File: src/rtl/mr_fetch_unit_pkg.sv
// Shared definitions for the fetch stage: FSM state encodings and default
// datapath widths. Imported by mr_fetch_unit and usable by its neighbours
// (mrcontrolunit, program memory model) so the encodings stay in one place.
package mr_fetch_unit_pkg;

  localparam int MR_DW = 16;  // default instruction word width
  localparam int MR_AW = 16;  // default program address width

  // Encoding 2'd3 is unreachable; the FSM recovers from it to S_REQ.
  typedef enum logic [1:0] {
    S_IDLE  = 2'd0,  // I valid, no request outstanding
    S_REQ   = 2'd1,  // request outstanding, result will be kept
    S_FLUSH = 2'd2   // request outstanding, result will be discarded
  } fetch_state_t;

endpackage : mr_fetch_unit_pkg

File: src/rtl/mr_fetch_unit.sv
// Instruction fetch stage feeding mrcontrolunit.
// Holds the program counter, fetches instruction words from program memory
// over a REQ/ACK handshake and presents the current word on I with I_VALID.
//
// Ports
//   CLK        in   1   clock, all state on rising edge
//   RST        in   1   asynchronous active-low reset
//   PC_E       in   1   advance request (one-cycle pulse)
//   J          in   1   jump request, qualifies J_TARGET (wins over PC_E)
//   J_TARGET   in   AW  jump destination
//   IMEM_REQ   out  1   program memory read request
//   IMEM_ADDR  out  AW  read address, stable while a request is un-acked
//   IMEM_ACK   in   1   read complete, IMEM_DATA valid this cycle
//   IMEM_DATA  in   DW  read data
//   I          out  DW  current instruction (registered)
//   I_VALID    out  1   I holds the word at PC
//   PC         out  AW  current program counter
//   ERR        out  1   sticky protocol error (PC_E while I_VALID=0)
module mr_fetch_unit
  import mr_fetch_unit_pkg::*;
#(
  parameter int              DW         = MR_DW,
  parameter int              AW         = MR_AW,
  parameter logic [AW-1:0]   RESET_ADDR = '0,
  parameter int              STEP       = 1
) (
  input  logic          CLK,
  input  logic          RST,
  input  logic          PC_E,
  input  logic          J,
  input  logic [AW-1:0] J_TARGET,
  output logic          IMEM_REQ,
  output logic [AW-1:0] IMEM_ADDR,
  input  logic          IMEM_ACK,
  input  logic [DW-1:0] IMEM_DATA,
  output logic [DW-1:0] I,
  output logic          I_VALID,
  output logic [AW-1:0] PC,
  output logic          ERR
);

  localparam logic [AW-1:0] STEP_W = AW'(STEP);

  fetch_state_t  state_q, state_d;
  logic [AW-1:0] pc_q, pc_d;
  logic [AW-1:0] addr_q, addr_d;
  logic [DW-1:0] i_q, i_d;
  logic          i_valid_q, i_valid_d;
  logic          err_q, err_d;
  // The reset state is S_REQ, but the request must stay low while reset is
  // held and only rise on the first clock after release; req_en provides that.
  logic          req_en_q;

  logic [AW-1:0] pc_inc;
  logic          ack_ok;

  // Carry-out of the increment is dropped: PC wraps modulo 2^AW.
  assign pc_inc = pc_q + STEP_W;
  // ACK only counts while a request is actually being driven.
  assign ack_ok = IMEM_REQ && IMEM_ACK;

  // State register.
  // NOTE: every register here is updated with <= so all of them sample the
  // pre-edge values together; blocking = would let later statements see
  // already-updated state and create order-dependent behaviour.
  always_ff @(posedge CLK or negedge RST) begin
    if (!RST) begin
      state_q   <= S_REQ;
      pc_q      <= RESET_ADDR;
      addr_q    <= RESET_ADDR;
      i_q       <= '0;
      i_valid_q <= 1'b0;
      err_q     <= 1'b0;
      req_en_q  <= 1'b0;
    end else begin
      state_q   <= state_d;
      pc_q      <= pc_d;
      addr_q    <= addr_d;
      i_q       <= i_d;
      i_valid_q <= i_valid_d;
      err_q     <= err_d;
      req_en_q  <= 1'b1;
    end
  end

  // Next-state and next-datapath logic.
  // NOTE: every signal assigned below gets a hold-value default first, so no
  // path through the case leaves it unassigned and no latch is inferred.
  always_comb begin
    state_d   = state_q;
    pc_d      = pc_q;
    addr_d    = addr_q;
    i_d       = i_q;
    i_valid_d = i_valid_q;
    err_d     = err_q;

    // Advancing while the controller should be stalled is a protocol error;
    // the request itself is dropped.
    if (PC_E && !i_valid_q && !J) err_d = 1'b1;

    case (state_q)
      S_IDLE: begin
        if (J) begin
          pc_d      = J_TARGET;
          addr_d    = J_TARGET;
          i_valid_d = 1'b0;
          state_d   = S_REQ;
        end else if (PC_E) begin
          pc_d      = pc_inc;
          addr_d    = pc_inc;
          i_valid_d = 1'b0;
          state_d   = S_REQ;
        end
      end
      S_REQ: begin
        if (J) begin
          pc_d = J_TARGET;
          // The address must stay put until the memory acks; if it acks on
          // this very edge we can retarget immediately and skip S_FLUSH.
          if (ack_ok) addr_d  = J_TARGET;
          else        state_d = S_FLUSH;
        end else if (ack_ok) begin
          i_d       = IMEM_DATA;
          i_valid_d = 1'b1;
          state_d   = S_IDLE;
        end
      end
      S_FLUSH: begin
        if (J) pc_d = J_TARGET;
        // Stale data is discarded; reissue at the newest PC (a jump on the
        // same edge is already folded into pc_d).
        if (ack_ok) begin
          addr_d  = pc_d;
          state_d = S_REQ;
        end
      end
      default: begin
        i_valid_d = 1'b0;
        state_d   = S_REQ;
      end
    endcase
  end

  // Outputs, decoded from registered state only.
  always_comb begin
    IMEM_REQ  = req_en_q && (state_q != S_IDLE);
    IMEM_ADDR = addr_q;
    I         = i_q;
    I_VALID   = i_valid_q;
    PC        = pc_q;
    ERR       = err_q;
  end

endmodule : mr_fetch_unit

File: config.mk
export PLATFORM = sky130hd
export DESIGN_NAME = mr_fetch_unit
export DESIGN_NICKNAME = d
export VERILOG_FILES = /design/src/rtl/mr_fetch_unit_pkg.sv /design/src/rtl/mr_fetch_unit.sv
export SDC_FILE = /design/constraint.sdc
export NUM_CORES = 1
export LEC_CHECK = 0
export BUFFER_PORTS_ARGS = -buffer_cell sky130_fd_sc_hd__buf_2
export CAP_MARGIN = 20
export CORE_MARGIN = 5
export CORE_UTILIZATION = 53
export CTS_CLUSTER_DIAMETER = 30
export CTS_CLUSTER_SIZE = 40
export DETAILED_ROUTE_END_ITERATION = 7
export PLACE_DENSITY = 0.81
export SETUP_SLACK_MARGIN = 0.1
export SYNTH_ARGS = -nofsm -noshare
export SYNTH_HDL_FRONTEND = slang
export SYNTH_SLANG_ARGS = --single-unit
File: constraint.sdc
create_clock -name CLK -period 2.3 [get_ports CLK]
set_input_delay 0.115 -clock CLK [delete_from_list [all_inputs] [get_ports CLK]]
set_output_delay 0.115 -clock CLK [all_outputs]
set_load 0.005 [all_outputs]
# Word-level counts from Yosys, hierarchy flattened
# Cells that the tools add are included.
dict set report totals {
  latchBits 0
  ramBits 0
  mem_bits_ro 0
  n_memories 0
  wordCells 55
  inputBits 37
  ff_bits 53
  out_inout_bits 51
}
dict set report op_classes {
  multipliers 0
  muxes 20
  eq_ne 9
  n_shift 0
  add_sub_neg 1
  bitwise 2
  reduce_logical 16
  n_div 0
  magnitude_cmp 0
}
# cell count
set op_table {}
lappend op_table {{$mux 16} 6}
lappend op_table {{$pmux 16 s3} 1}
lappend op_table {{$pmux 16 s2} 1}
lappend op_table {{$add 16x1->16 const B} 1}
lappend op_table {{$mux 2} 6}
lappend op_table {{$ne 3x3->1 const B} 3}
lappend op_table {{$ne 2x2->1 const B} 4}
lappend op_table {{$reduce_and 4->1} 2}
lappend op_table {{$pmux 2 s3} 1}
lappend op_table {{$reduce_and 5->1} 1}
lappend op_table {{$logic_and 1x1->1} 4}
lappend op_table {{$mux 1} 4}
lappend op_table {{$reduce_bool 2->1} 2}
lappend op_table {{$pmux 1 s3} 1}
lappend op_table {{$reduce_and 3->1} 1}
lappend op_table {{$reduce_bool 3->1} 1}
lappend op_table {{$eq 2x1->1 const B} 1}
lappend op_table {{$eq 2x2->1 const B} 1}
lappend op_table {{$logic_not 1->1} 2}
lappend op_table {{$logic_not 2->1} 1}
lappend op_table {{$not 1->1} 2}
lappend op_table {{$reduce_and 2->1} 1}
lappend op_table {{$reduce_or 2->1} 1}

# Logic depth before layout (Yosys ltp)
dict set report logic_depth {
  ltp_word 6
  depth_mapped 8
  mapped_depth_nobuf 7
}

# Worst setup path before layout
# Ideal clock, no wire load.
dict set report synth_timing {
  kind {reg2reg}
  from {reg state_q[0]}
  to {reg i_q[10], in the netlist I[10]}
  path_slack_ns 0.352
  t_required_ns 2.175
  setup_time_ns 0.125
  path_stages_with_launch 8
  arrival_time_ns 1.823
  path_cell_list {dfstp_2 > inv_1 > ha_1 > nand3b_1 > nor2_1 > nand2_1 > buf_2 > mux2_2}
}
dict set report synth_between {
  elab_chain_len 4
}
# item line
set synth_lines {}
lappend synth_lines {{from (decl)} mr_fetch_unit.sv:44} ;# fetch_state_t state_q, state_d;
lappend synth_lines {{from (signal assigned)} mr_fetch_unit.sv:76} ;# state_q <= state_d;
lappend synth_lines {{$reduce_bool 2->1} mr_fetch_unit.sv:146} ;# IMEM_REQ = req_en_q && (state_q != S_IDLE);
lappend synth_lines {{$logic_and 1x1->1} mr_fetch_unit.sv:146}
lappend synth_lines {{$logic_and 1x1->1} mr_fetch_unit.sv:60} ;# assign ack_ok = IMEM_REQ && IMEM_ACK;
lappend synth_lines {{$reduce_and 3->1 (no source line) *} --}
lappend synth_lines {{to (signal assigned)} mr_fetch_unit.sv:79} ;# i_q <= i_d;
lappend synth_lines {{to (decl)} mr_fetch_unit.sv:47} ;# logic [DW-1:0] i_q, i_d;
# Mark *: on every way between the ends. The rest lies on a longest branch, timed or not.
# A chain may end at the register's enable or synchronous reset.

# Worst setup path in the final report
dict set report layout_timing {
  from {reg state_q[0]}
  to {reg addr_q[11], in the netlist IMEM_ADDR[11]}
}
dict set report layout_between {
  elab_chain_len 5
}
# item line
set layout_lines {}
lappend layout_lines {{$reduce_bool 2->1} mr_fetch_unit.sv:146}
lappend layout_lines {{$logic_and 1x1->1} mr_fetch_unit.sv:146}
lappend layout_lines {{$logic_and 1x1->1} mr_fetch_unit.sv:60}
lappend layout_lines {{$ne 2x2->1 (no source line)} --}
lappend layout_lines {{$reduce_and 5->1 (no source line)} --}
lappend layout_lines {{to (signal assigned)} mr_fetch_unit.sv:78} ;# addr_q <= addr_d;
lappend layout_lines {{to (decl)} mr_fetch_unit.sv:46} ;# logic [AW-1:0] addr_q, addr_d;
# Parallel ways exist; a longest one is shown, timed or not.

==> flow_metrics.py <==
metrics = {
    "timing": {
        "tns_ns": 0,
        "finalHoldViolCount": 0,
        "slew_violations": 0,
        "rsz0062_at_grt": "true",
        "setup_slack_ns": 0.1612,
        "relSlewSlack": 0.5560,
        "fmax_ghz": 0.4675,
        "post-route-period-util": 0.9299,
        "tightest_slew_ns": 0.6660,
        "setup_viol": 0,
        "period_needed_ns": 2.139,
        "skew_ns": 0.01229,
    },
    "route": {
        "ant_nets": 0,
        "routed_wl_um": 9000,
        "drtIter0Drc": 231,
        "num_vias": 3032,
        "route.detailed.drc": 0,
        "via_per_inst": 6.175,
        "wl_per_cell_um": 18.33,
        "drt_pass1_iterations": 7,
    },
    "floorplan": {
        "die_w_um": 87.67,
        "die-height_um": 87.67,
        "coreArea_um2": 5886,
        "rows": 28,
        "io_pins": 88,
        "dieArea_um2": 7685,
        "start_util": 0.5432,
    },
    "critical_path": {
        "end_kind": "flop",
        "crit_arrival_ns": 2.34,
        "worst-setup-path-type": "flop to flop",
        "cp-start-kind": "flop",
        "cp_max_fo": 11,
        "cp.required_ns": 2.50,
    },
    "hold_path": {
        "min-delay-path-class": "primary input to flop",
    },
    "placed_design": {
        "dp_cells": 480,
        "hpwlAfterDp_um": 6533,
        "dp_slack_ns": 0.1430,
        "port_buffers": 87,
        "gp_congestion": 0.8663,
    },
    "clock_tree": {
        "cts_max_level": 2,
        "clock-sinks": 53,
        "cts_root_buf": "clkbuf_8",
        "clk_path_buf_depth": 2,
        "clk_latency_ns": 0.32,
        "tritoncts": "built",
        "cts_made_buffers": 5,
        "path_clk_slew_ns": 0.11,
    },
    "finish": {
        "syn_to_final_growth_pct": 20.47,
        "fin_nets": 458,
        "num_antenna_cells": 0,
        "drive_gt1_frac": 0.3606,
        "fin_cells": 491,
    },
    "synth": {
        "synth_nets": 374,
        "synth_area_um2": 3197,
        "ys_async_sr_fraction": 1.000,
        "synth_cells": 331,
        "ys_types": 65,
        "synth_seq_area_share": 0.4153,
        "synth_area_per_cell_um2": 9.658,
        "synth-edff-count": 0,
        "synth_top_flop_cell": "dfrtp_1",
        "synth.ff_latch_count": 53,
        "yosys_warnings": 0,
    },
    "outcome": {
        "status": "completed",
    },
    "power_and_ir_drop": {
        "ir_drop_v": 0.0006492,
        "p_per_area_nw_per_um2": 1411,
        "leakage_nw": 1.752,
    },
    "grt": {
        "grt_antenna_before_repair": 0,
        "grtUsageMet2": 0.3986,
        "grt_overflow": 0,
        "grt_start_max_net_pins": 31,
        "use_met3": 0.05833,
        "grt_pass1_wl_um": 14600,
        "grt.busiest_layer": "met2",
        "gr-usage-met1": 0.2973,
        "grtUsageTotal": 0.2400,
        "grt_pass1_vias": 3026,
    },
    "job": {
        "maxCapViolCount": 0,
    },
}
cell usage after synthesis, drive strengths merged (6+ instances only):
master,count,share of area
nand2,35,0.041
nand3,7,0.015
nor2,23,0.029
ha,6,0.023
dfrtp,52,0.41
a22oi,10,0.023
o21ai,27,0.042
clkbuf,9,0.011
buf,16,0.027
mux2,19,0.067
a21oi,23,0.036
a31oi,6,0.012
power breakdown:
part,leakage (nW),internal (W),switching [W]
Sequential,0.638,0.00138,0.000472
Clock,0.0447,0.000221,0.000347
Combinational,1.07,0.00137,0.00164
Total,1.75,0.00298,0.00245
final cells by class:
type	count	area [um2]
Clock buffer	5	68.82
Clock inverter	3	25.02
Fill cell	502	2034
Inverter	6	22.52
Multi-Input combinational cell	247	1738
Sequential cell	53	1328
Tap cell	75	93.84
Timing Repair Buffer	102	575.6
sequential cells by signal (all words and copies together), names as in the netlist:
register / count
ERR: 1
I: 16
IMEM_ADDR: 16
I_VALID: 1
PC: 16
req_en_q: 1
state_q: 2
critical path, cell delays in order (launching register included):
cell and delay (ns):
dfstp_2 0.59, inv_1 0.07, ha_1 0.22, nor3b_2 0.18, nor3_1 0.32, o21bai_2 0.21, buf_4 0.23, a21oi_1 0.13
a21oi_1 0.08
routing by layer:
| metal | wire length [um] | part of all wire | vias up |
|---|---|---|---|
| met3 | 721 | 0.080 | 23 |
| met1 | 3608 | 0.40 | 1465 |
| met5 | 0 | 0 | - |
| met4 | 158 | 0.018 | 0 |
| li1 | - | - | 1396 |
| met2 | 4511 | 0.50 | 148 |
final timing paths:
kind	slack [ns]	from	depth (start not counted)	to
min	0.02	IMEM_DATA[12]	2	I[12]
max	0.16	state_q[0]	8	IMEM_ADDR[11]
max reg2reg	0.16	state_q[0]	8	IMEM_ADDR[11]
min reg2reg	0.49	ERR	1	ERR
max in group asynchronous	1.29	RST	3	state_q[0]
min in group asynchronous	0.35	RST	2	PC[5]
logic make-up (layout without fill, tap and decap cells):
family / Yosys count / after routing / synth area share
compound gates: 116 / 116 / 0.2626
simple gates: 96 / 96 / 0.1601
flops: 53 / 53 / 0.4153
buf+inv: 31 / 116 / 0.04579
mux: 19 / 19 / 0.06693
xor+xnor: 9 / 9 / 0.02466
fa+ha+maj: 6 / 6 / 0.02348
other cells: 1 / 1 / 0.001173
through the flow:
stage	cell area, um2	power, W	hold WS (ns)	utilization
6_report	3851	0.005432	0.02428	0.6543
3_3_place_gp	3717	0.004668	0.1744	0.6316
2_1_floorplan	3197	0.003699	-0.1806	-
3_5_place_dp	3717	0.004788	0.1963	0.6316
5_1_grt	3851	0.005840	0.01003	0.6543
4_1_cts	3821	0.005356	0.02383	0.6492
cells in the final DEF, fill, tap and decap left out, types with 4 or more instances in the layout:
| master | n |
|---|---|
| a22oi_1 | 10 |
| nand2_1 | 34 |
| nand4_1 | 4 |
| xnor2_1 | 4 |
| inv_1 | 5 |
| and3_1 | 4 |
| clkbuf_8 | 5 |
| a31oi_1 | 6 |
| xor2_1 | 5 |
| a222oi_1 | 4 |
| a221o_1 | 5 |
| dfrtp_1 | 52 |
| o21ai_0 | 26 |
| a221oi_1 | 4 |
| ha_1 | 6 |
| nor2_1 | 21 |
| mux2_2 | 19 |
| a22o_1 | 5 |
| buf_2 | 87 |
| buf_4 | 12 |
| a21oi_1 | 22 |
| nand3_1 | 6 |
timing repair:
action	CTS	global route
hold buffers	1	0
endpoints found under the setup margin	0	13
buffers inserted	0	2
resized for setup	0	5
hold endpoints to repair	27	0
(Power assumes the default switching activity.)
